File: config.mk
export PLATFORM = sky130hd
export DESIGN_NAME = ifetch_unit
export DESIGN_NICKNAME = d
export VERILOG_FILES = /design/src/rtl/ifetch_unit.sv
export SDC_FILE = /design/constraint.sdc
export NUM_CORES = 1
export LEC_CHECK = 0
export ABC_AREA = 1
export ABC_CLOCK_PERIOD_IN_PS = 1300
export BUFFER_PORTS_ARGS = -buffer_cell sky130_fd_sc_hd__buf_2
export CAP_MARGIN = 10
export CORE_ASPECT_RATIO = 2
export CORE_MARGIN = 4
export CORE_UTILIZATION = 45
export DETAILED_ROUTE_END_ITERATION = 10
export GPL_ROUTABILITY_DRIVEN = 0
export PLACE_DENSITY_LB_ADDON = 0.15
export REMOVE_ABC_BUFFERS = 1
export SETUP_SLACK_MARGIN = 0.05
export SLEW_MARGIN = 20
export SYNTH_ARGS = -nofsm -noshare
export SYNTH_HDL_FRONTEND = slang
export SYNTH_SLANG_ARGS = --single-unit
File: constraint.sdc
create_clock -name CLK -period 1.3 [get_ports CLK]
set_input_delay 0 -clock CLK [delete_from_list [all_inputs] [get_ports CLK]]
set_output_delay 0 -clock CLK [all_outputs]
set_load 0.02 [all_outputs]
File: src/rtl/ifetch_unit.sv
// ifetch_unit: ROM fetch front end, 2 cycles from address to INST_VALID, one skid entry absorbs back-pressure.
// Optional IFETCH_MISALIGN_TRAP_EN: a misaligned redirect emits one INST_MISALIGN beat, then fetch stalls.
module ifetch_unit #(
  parameter int              XLEN     = 32,
  parameter logic [XLEN-1:0] RESET_PC = '0
) (
  input  logic            CLK,
  input  logic            RST,
  output logic [XLEN-1:0] IMEM_A,
  input  logic [XLEN-1:0] IMEM_RD,
  output logic            INST_VALID,
  input  logic            INST_READY,
  output logic [XLEN-1:0] INST,
  output logic [XLEN-1:0] INST_PC,
`ifdef IFETCH_MISALIGN_TRAP_EN
  output logic            INST_MISALIGN,
`endif
  input  logic            REDIRECT,
  input  logic [XLEN-1:0] REDIRECT_PC
);
  localparam logic [XLEN-1:0] LOW_MASK = XLEN'(3);

  logic [XLEN-1:0] pc_q, inflight_pc, skid_inst, skid_pc, out_inst, out_pc;
  logic            inflight_v, skid_v, out_v;
  logic            slot_free, issue_ok, fetch, trap_pend, stall;
  logic            skid_to_out, ret_to_out, ret_to_skid;
  logic [XLEN-1:0] ret_inst, redirect_pc_eff;

  assign IMEM_A     = pc_q & ~LOW_MASK;
  assign INST_VALID = out_v;
  assign INST       = out_inst;
  assign INST_PC    = out_pc;

  assign slot_free = !out_v || INST_READY;
  // Issue only when the skid is certain to be empty next cycle, so the returning word always has a home
  // and a drain cycle can overlap the next fetch without a bubble.
  assign issue_ok    = !REDIRECT && !stall && (slot_free || (!skid_v && !inflight_v));
  assign fetch       = issue_ok && !trap_pend;
  assign skid_to_out = skid_v && slot_free;
  assign ret_to_out  = inflight_v && !skid_v && slot_free;
  assign ret_to_skid = inflight_v && !skid_v && !slot_free;

`ifdef IFETCH_MISALIGN_TRAP_EN
  logic inflight_mis, skid_mis, out_mis, trap_q, stall_q;

  assign trap_pend       = trap_q;
  assign stall           = stall_q;
  assign ret_inst        = inflight_mis ? '0 : IMEM_RD;
  assign redirect_pc_eff = REDIRECT_PC;
  assign INST_MISALIGN   = out_v && out_mis;

  // The trap beat rides the normal inflight/skid/out path with a zero word and the unmasked PC.
  always_ff @(posedge CLK) begin
    if (RST) begin
      trap_q       <= 1'b0;
      stall_q      <= 1'b0;
      inflight_mis <= 1'b0;
      skid_mis     <= 1'b0;
      out_mis      <= 1'b0;
    end else if (REDIRECT) begin
      trap_q       <= |REDIRECT_PC[1:0];
      stall_q      <= 1'b0;
      inflight_mis <= 1'b0;
      skid_mis     <= 1'b0;
      out_mis      <= 1'b0;
    end else begin
      if (issue_ok && trap_q) begin
        trap_q  <= 1'b0;
        stall_q <= 1'b1;
      end
      inflight_mis <= issue_ok && trap_q;
      if (skid_to_out)     out_mis <= skid_mis;
      else if (ret_to_out) out_mis <= inflight_mis;
      if (ret_to_skid)     skid_mis <= inflight_mis;
    end
  end
`else
  assign trap_pend       = 1'b0;
  assign stall           = 1'b0;
  assign ret_inst        = IMEM_RD;
  assign redirect_pc_eff = REDIRECT_PC & ~LOW_MASK;
`endif

  always_ff @(posedge CLK) begin
    if (RST) begin
      pc_q        <= RESET_PC;
      inflight_v  <= 1'b0;
      inflight_pc <= '0;
      skid_v      <= 1'b0;
      skid_inst   <= '0;
      skid_pc     <= '0;
      out_v       <= 1'b0;
      out_inst    <= '0;
      out_pc      <= '0;
    end else if (REDIRECT) begin
      pc_q       <= redirect_pc_eff;
      inflight_v <= 1'b0;
      skid_v     <= 1'b0;
      out_v      <= 1'b0;
    end else begin
      inflight_v <= issue_ok;
      if (issue_ok) inflight_pc <= pc_q;
      if (fetch)    pc_q <= pc_q + XLEN'(4);

      if (skid_to_out) begin
        out_v    <= 1'b1;
        out_inst <= skid_inst;
        out_pc   <= skid_pc;
        skid_v   <= 1'b0;
      end else if (ret_to_out) begin
        out_v    <= 1'b1;
        out_inst <= ret_inst;
        out_pc   <= inflight_pc;
      end else begin
        if (ret_to_skid) begin
          skid_v    <= 1'b1;
          skid_inst <= ret_inst;
          skid_pc   <= inflight_pc;
        end
        if (slot_free) out_v <= 1'b0;
      end
    end
  end
endmodule

==> flow_metrics.py <==
metrics = {
    "floorplan": {
        "die_y_um": 197.5,
        "die_w_um": 102.8,
        "fp.dieArea_sq_um": 20300,
        "rows": 69,
        "core_sq_um": 17700,
        "start_util_pct": 45.67,
        "pin_count": 165,
    },
    "synth": {
        "synth_area_per_cell_sq_um": 7.210,
        "ys_types": 35,
        "synth-seq-area-share_pct": 46.32,
        "async_flop_share_pct": 0,
        "yosys-top-cells-area": "dfxtp_1, a21oi_1, o21ai_0, nand2_1, inv_1",
        "yosys_warnings": 0,
        "ys_ff_latch": 187,
        "synth_top_area_cell": "dfxtp_1",
        "synthFlopType": "dfxtp_1",
        "synth_area_sq_um": 8083,
        "synth_top_area_share_pct": 46.32,
        "synth_cells": 1121,
        "synth_edf_count": 0,
    },
    "worst_hold_path": {
        "hold_path.class": "in -> reg",
        "hp-start": "INST_READY",
        "min_to": "INST_VALID",
        "whs_path_depth": 5,
    },
    "run_status": {
        "status": "finished, violations left",
        "violations": "setup timing",
    },
    "finish": {
        "area_delta_synth_final_pct": 74.41,
        "multi_input_area_sq_um": 5057,
        "diodes": 0,
        "nFillCells": 1150,
        "drive_gt1_share_pct": 47.14,
        "final_nets": 1542,
        "seq_area_sq_um": 3769,
        "final_util_pct": 79.65,
    },
    "pwr": {
        "ir_worst_vdd_uv": 914.6,
        "power_w": 0.01374,
        "pwr_density_cell_nw_per_um2": 974.8,
        "p_leak_nw": 5.817,
    },
    "critical_path": {
        "critical_path.max_stage_delay_ns": 0.36,
        "arrival_ns": 1.83,
        "path_max_fanout": 6,
        "regToRegStartpoint": "skid_v",
        "reg2reg_depth": 8,
        "slowest_stage": "dfxtp_2",
        "path_buf_inv": 3,
        "crit_chain": "nor2_4 -> nor2_4 -> nand2_8 -> buf_12 -> buf_12 -> buf_16 -> nand2_1 -> a21oi_1",
        "critPathTopFamily": "simple AND/OR/NAND/NOR gates",
        "crit_required_ns": 1.59,
        "r2r-end": "INST[31]",
        "critPathLaunchType": "register",
        "crit_type": "reg -> reg",
        "cp-end-kind": "register",
        "r2r_slack_ns": -0.24,
    },
    "cts": {
        "root_buffer": "clkbuf_16",
        "clkLatencyLatePin_ns": 0.44,
        "clock_sinks": 187,
        "htreeDepth": 4,
        "path_clk_slew_ns": 0.08,
        "cts_buffers": 17,
        "cts_tree": "done",
        "cts_buffer_depth": 2,
    },
    "detailed_routing": {
        "vias": 9287,
        "viasPerCell": 5.469,
        "dr.pass1.iters": 5,
        "drcViolationCount": 0,
        "drt_iter0_markers": 321,
        "ant_nets": 0,
        "drt_wl_total_um": 32320,
        "wl_per_cell_um": 19.04,
    },
    "grt": {
        "grt_pass1_vias": 9125,
        "grtUsageTotal_pct": 29.53,
        "globalRoute.totalOverflow": 0,
        "grt_pass1_wl_um": 46300,
        "use_met3_pct": 4.136,
        "grt_busiest_layer": "met2",
        "grt_start_max_net_pins": 53,
        "antenna_found_initial": 0,
        "grtUsageMet2_pct": 55.56,
        "grt_use_met1_pct": 29.48,
    },
    "placed_design": {
        "dp_hpwl_um": 16910,
        "io_buffers": 158,
    },
    "sta": {
        "max_freq_mhz": 648.6,
        "relSlewSlack_pct": 53.15,
        "layout_setup_ws_ns": -0.2418,
        "finalHoldViolations": 0,
        "slew_violations": 0,
        "min_period_ns": 1.542,
        "tightest_slew_ns": 0.7027,
        "finalCritPeriodShare_pct": 118.6,
        "setup_viol": 179,
        "rsz0062_at_grt": "yes",
        "fin_skew_ns": 0.01222,
    },
    "flow_run": {
        "cap_violations": 0,
    },
}
kinds of logic after synthesis:
group                    Yosys count  synth area share, %
AO/OA/AOI/OAI                    401                25.23
AND/OR/NAND/NOR                  330                17.74
buffers and inverters            195                9.845
flip-flops                       187                46.32
XOR/XNOR                           5               0.5418
adder cells (fa/ha/maj)            1               0.1548
other                              1              0.04640
multiplexers                       1               0.1238
synth_stat cells (all sizes together), types with 2 or more instances:
library cell	n
clkbuf	37
dfxtp	187
a211oi	7
nand3b	3
and2	2
nor3	4
inv	119
xor2	4
a21oi	221
nand2	201
o211ai	3
o21ai	168
nand4	5
nand3	39
buf	38
nor2	75
worst register-to-register path, delay by kind of cell (launching register included):
family | cells | cell delay [ns]
compound gates | 1 | 0.09
buf+inv | 3 | 0.44
simple gates | 4 | 0.51
flops | 1 | 0.36
layer usage:
layer  up-vias  share of wire, %
met1      4384                34
met2       363                55
li1       4408                 -
met4         0               6.8
met3       132               4.7
met5         -                 0
flip-flops by register name, summed over array words and instances (netlist names):
register / cells
INST: 32
inflight_v: 1
skid_pc: 30
pc_q: 30
skid_inst: 32
INST_PC: 30
inflight_pc: 30
skid_v: 1
INST_VALID: 1
report_power, final:
group	internal, W	switching [W]
combinational	0.000955	0.00115
sequential	0.00591	0.000135
clock	0.00326	0.00233
what timing repair did:
item                                   CTS  global route
resized for setup                      339           277
gates cloned                            29             6
pin swaps                               51            68
setup endpoints to repair              183           185
endpoints found under the hold margin   93             0
hold buffers                            63             0
setup buffers                           27            23
cells in the final DEF (no fill, tap or decap), drive strengths merged, types with 2 or more instances in the layout:
cell type	Yosys	routed
buf	38	334
a21oi	221	221
nand2	201	203
dfxtp	187	187
o21ai	168	168
inv	119	120
nor2	75	75
dlygate4sd3	0	63
nand3	39	39
clkbuf	37	26
a211oi	7	7
nand4	5	5
xor2	4	4
conb	1	4
clkinvlp	0	4
bufinv	0	4
nor3	4	4
nand3b	3	3
o211ai	3	3
clkinv	1	3
and2	2	2
final cells by class:
class / instances / share of cell area, %
clock buffer: 20 / 3.169
clock inverter: 11 / 1.198
inverter: 120 / 3.266
multi-input combinational: 744 / 35.87
timing repair buffer: 403 / 27.87
sequential: 187 / 26.73
tap: 213 / 1.890
worst max-delay path by stage:
stage                from            to  slack [ns]  depth (start not counted)
2_1_floorplan  INST_VALID  skid_inst[0]       -1.38                          6
3_3_place_gp      pc_q[2]      pc_q[26]       -0.19                         10
3_5_place_dp      pc_q[3]      pc_q[26]       -0.23                         10
4_1_cts           pc_q[3]      pc_q[26]       -0.14                         10
5_1_grt            skid_v      INST[17]       -0.29                          8
6_report           skid_v      INST[31]       -0.24                          8
stage by stage:
| step | cell area [sq um] | TNS (ns) | std cells | hold slack, ns | worst slack [ns] |
|---|---|---|---|---|---|
| 6_report | 14100 | -20.81 | 1698 | 0.01760 | -0.2418 |
| 4_1_cts | 12860 | -9.789 | 1675 | 0.0001359 | -0.1419 |
| 5_1_grt | 14100 | -30.77 | 1698 | 0.03729 | -0.2893 |
| 3_3_place_gp | 9808 | -10.37 | 1529 | 0.2578 | -0.1918 |
| 3_5_place_dp | 9808 | -13.76 | 1529 | 0.2613 | -0.2282 |
| 2_1_floorplan | 7749 | -175.40 | 1049 | 0.06907 | -1.380 |
Note: power is estimated with default switching activity, not from simulation.
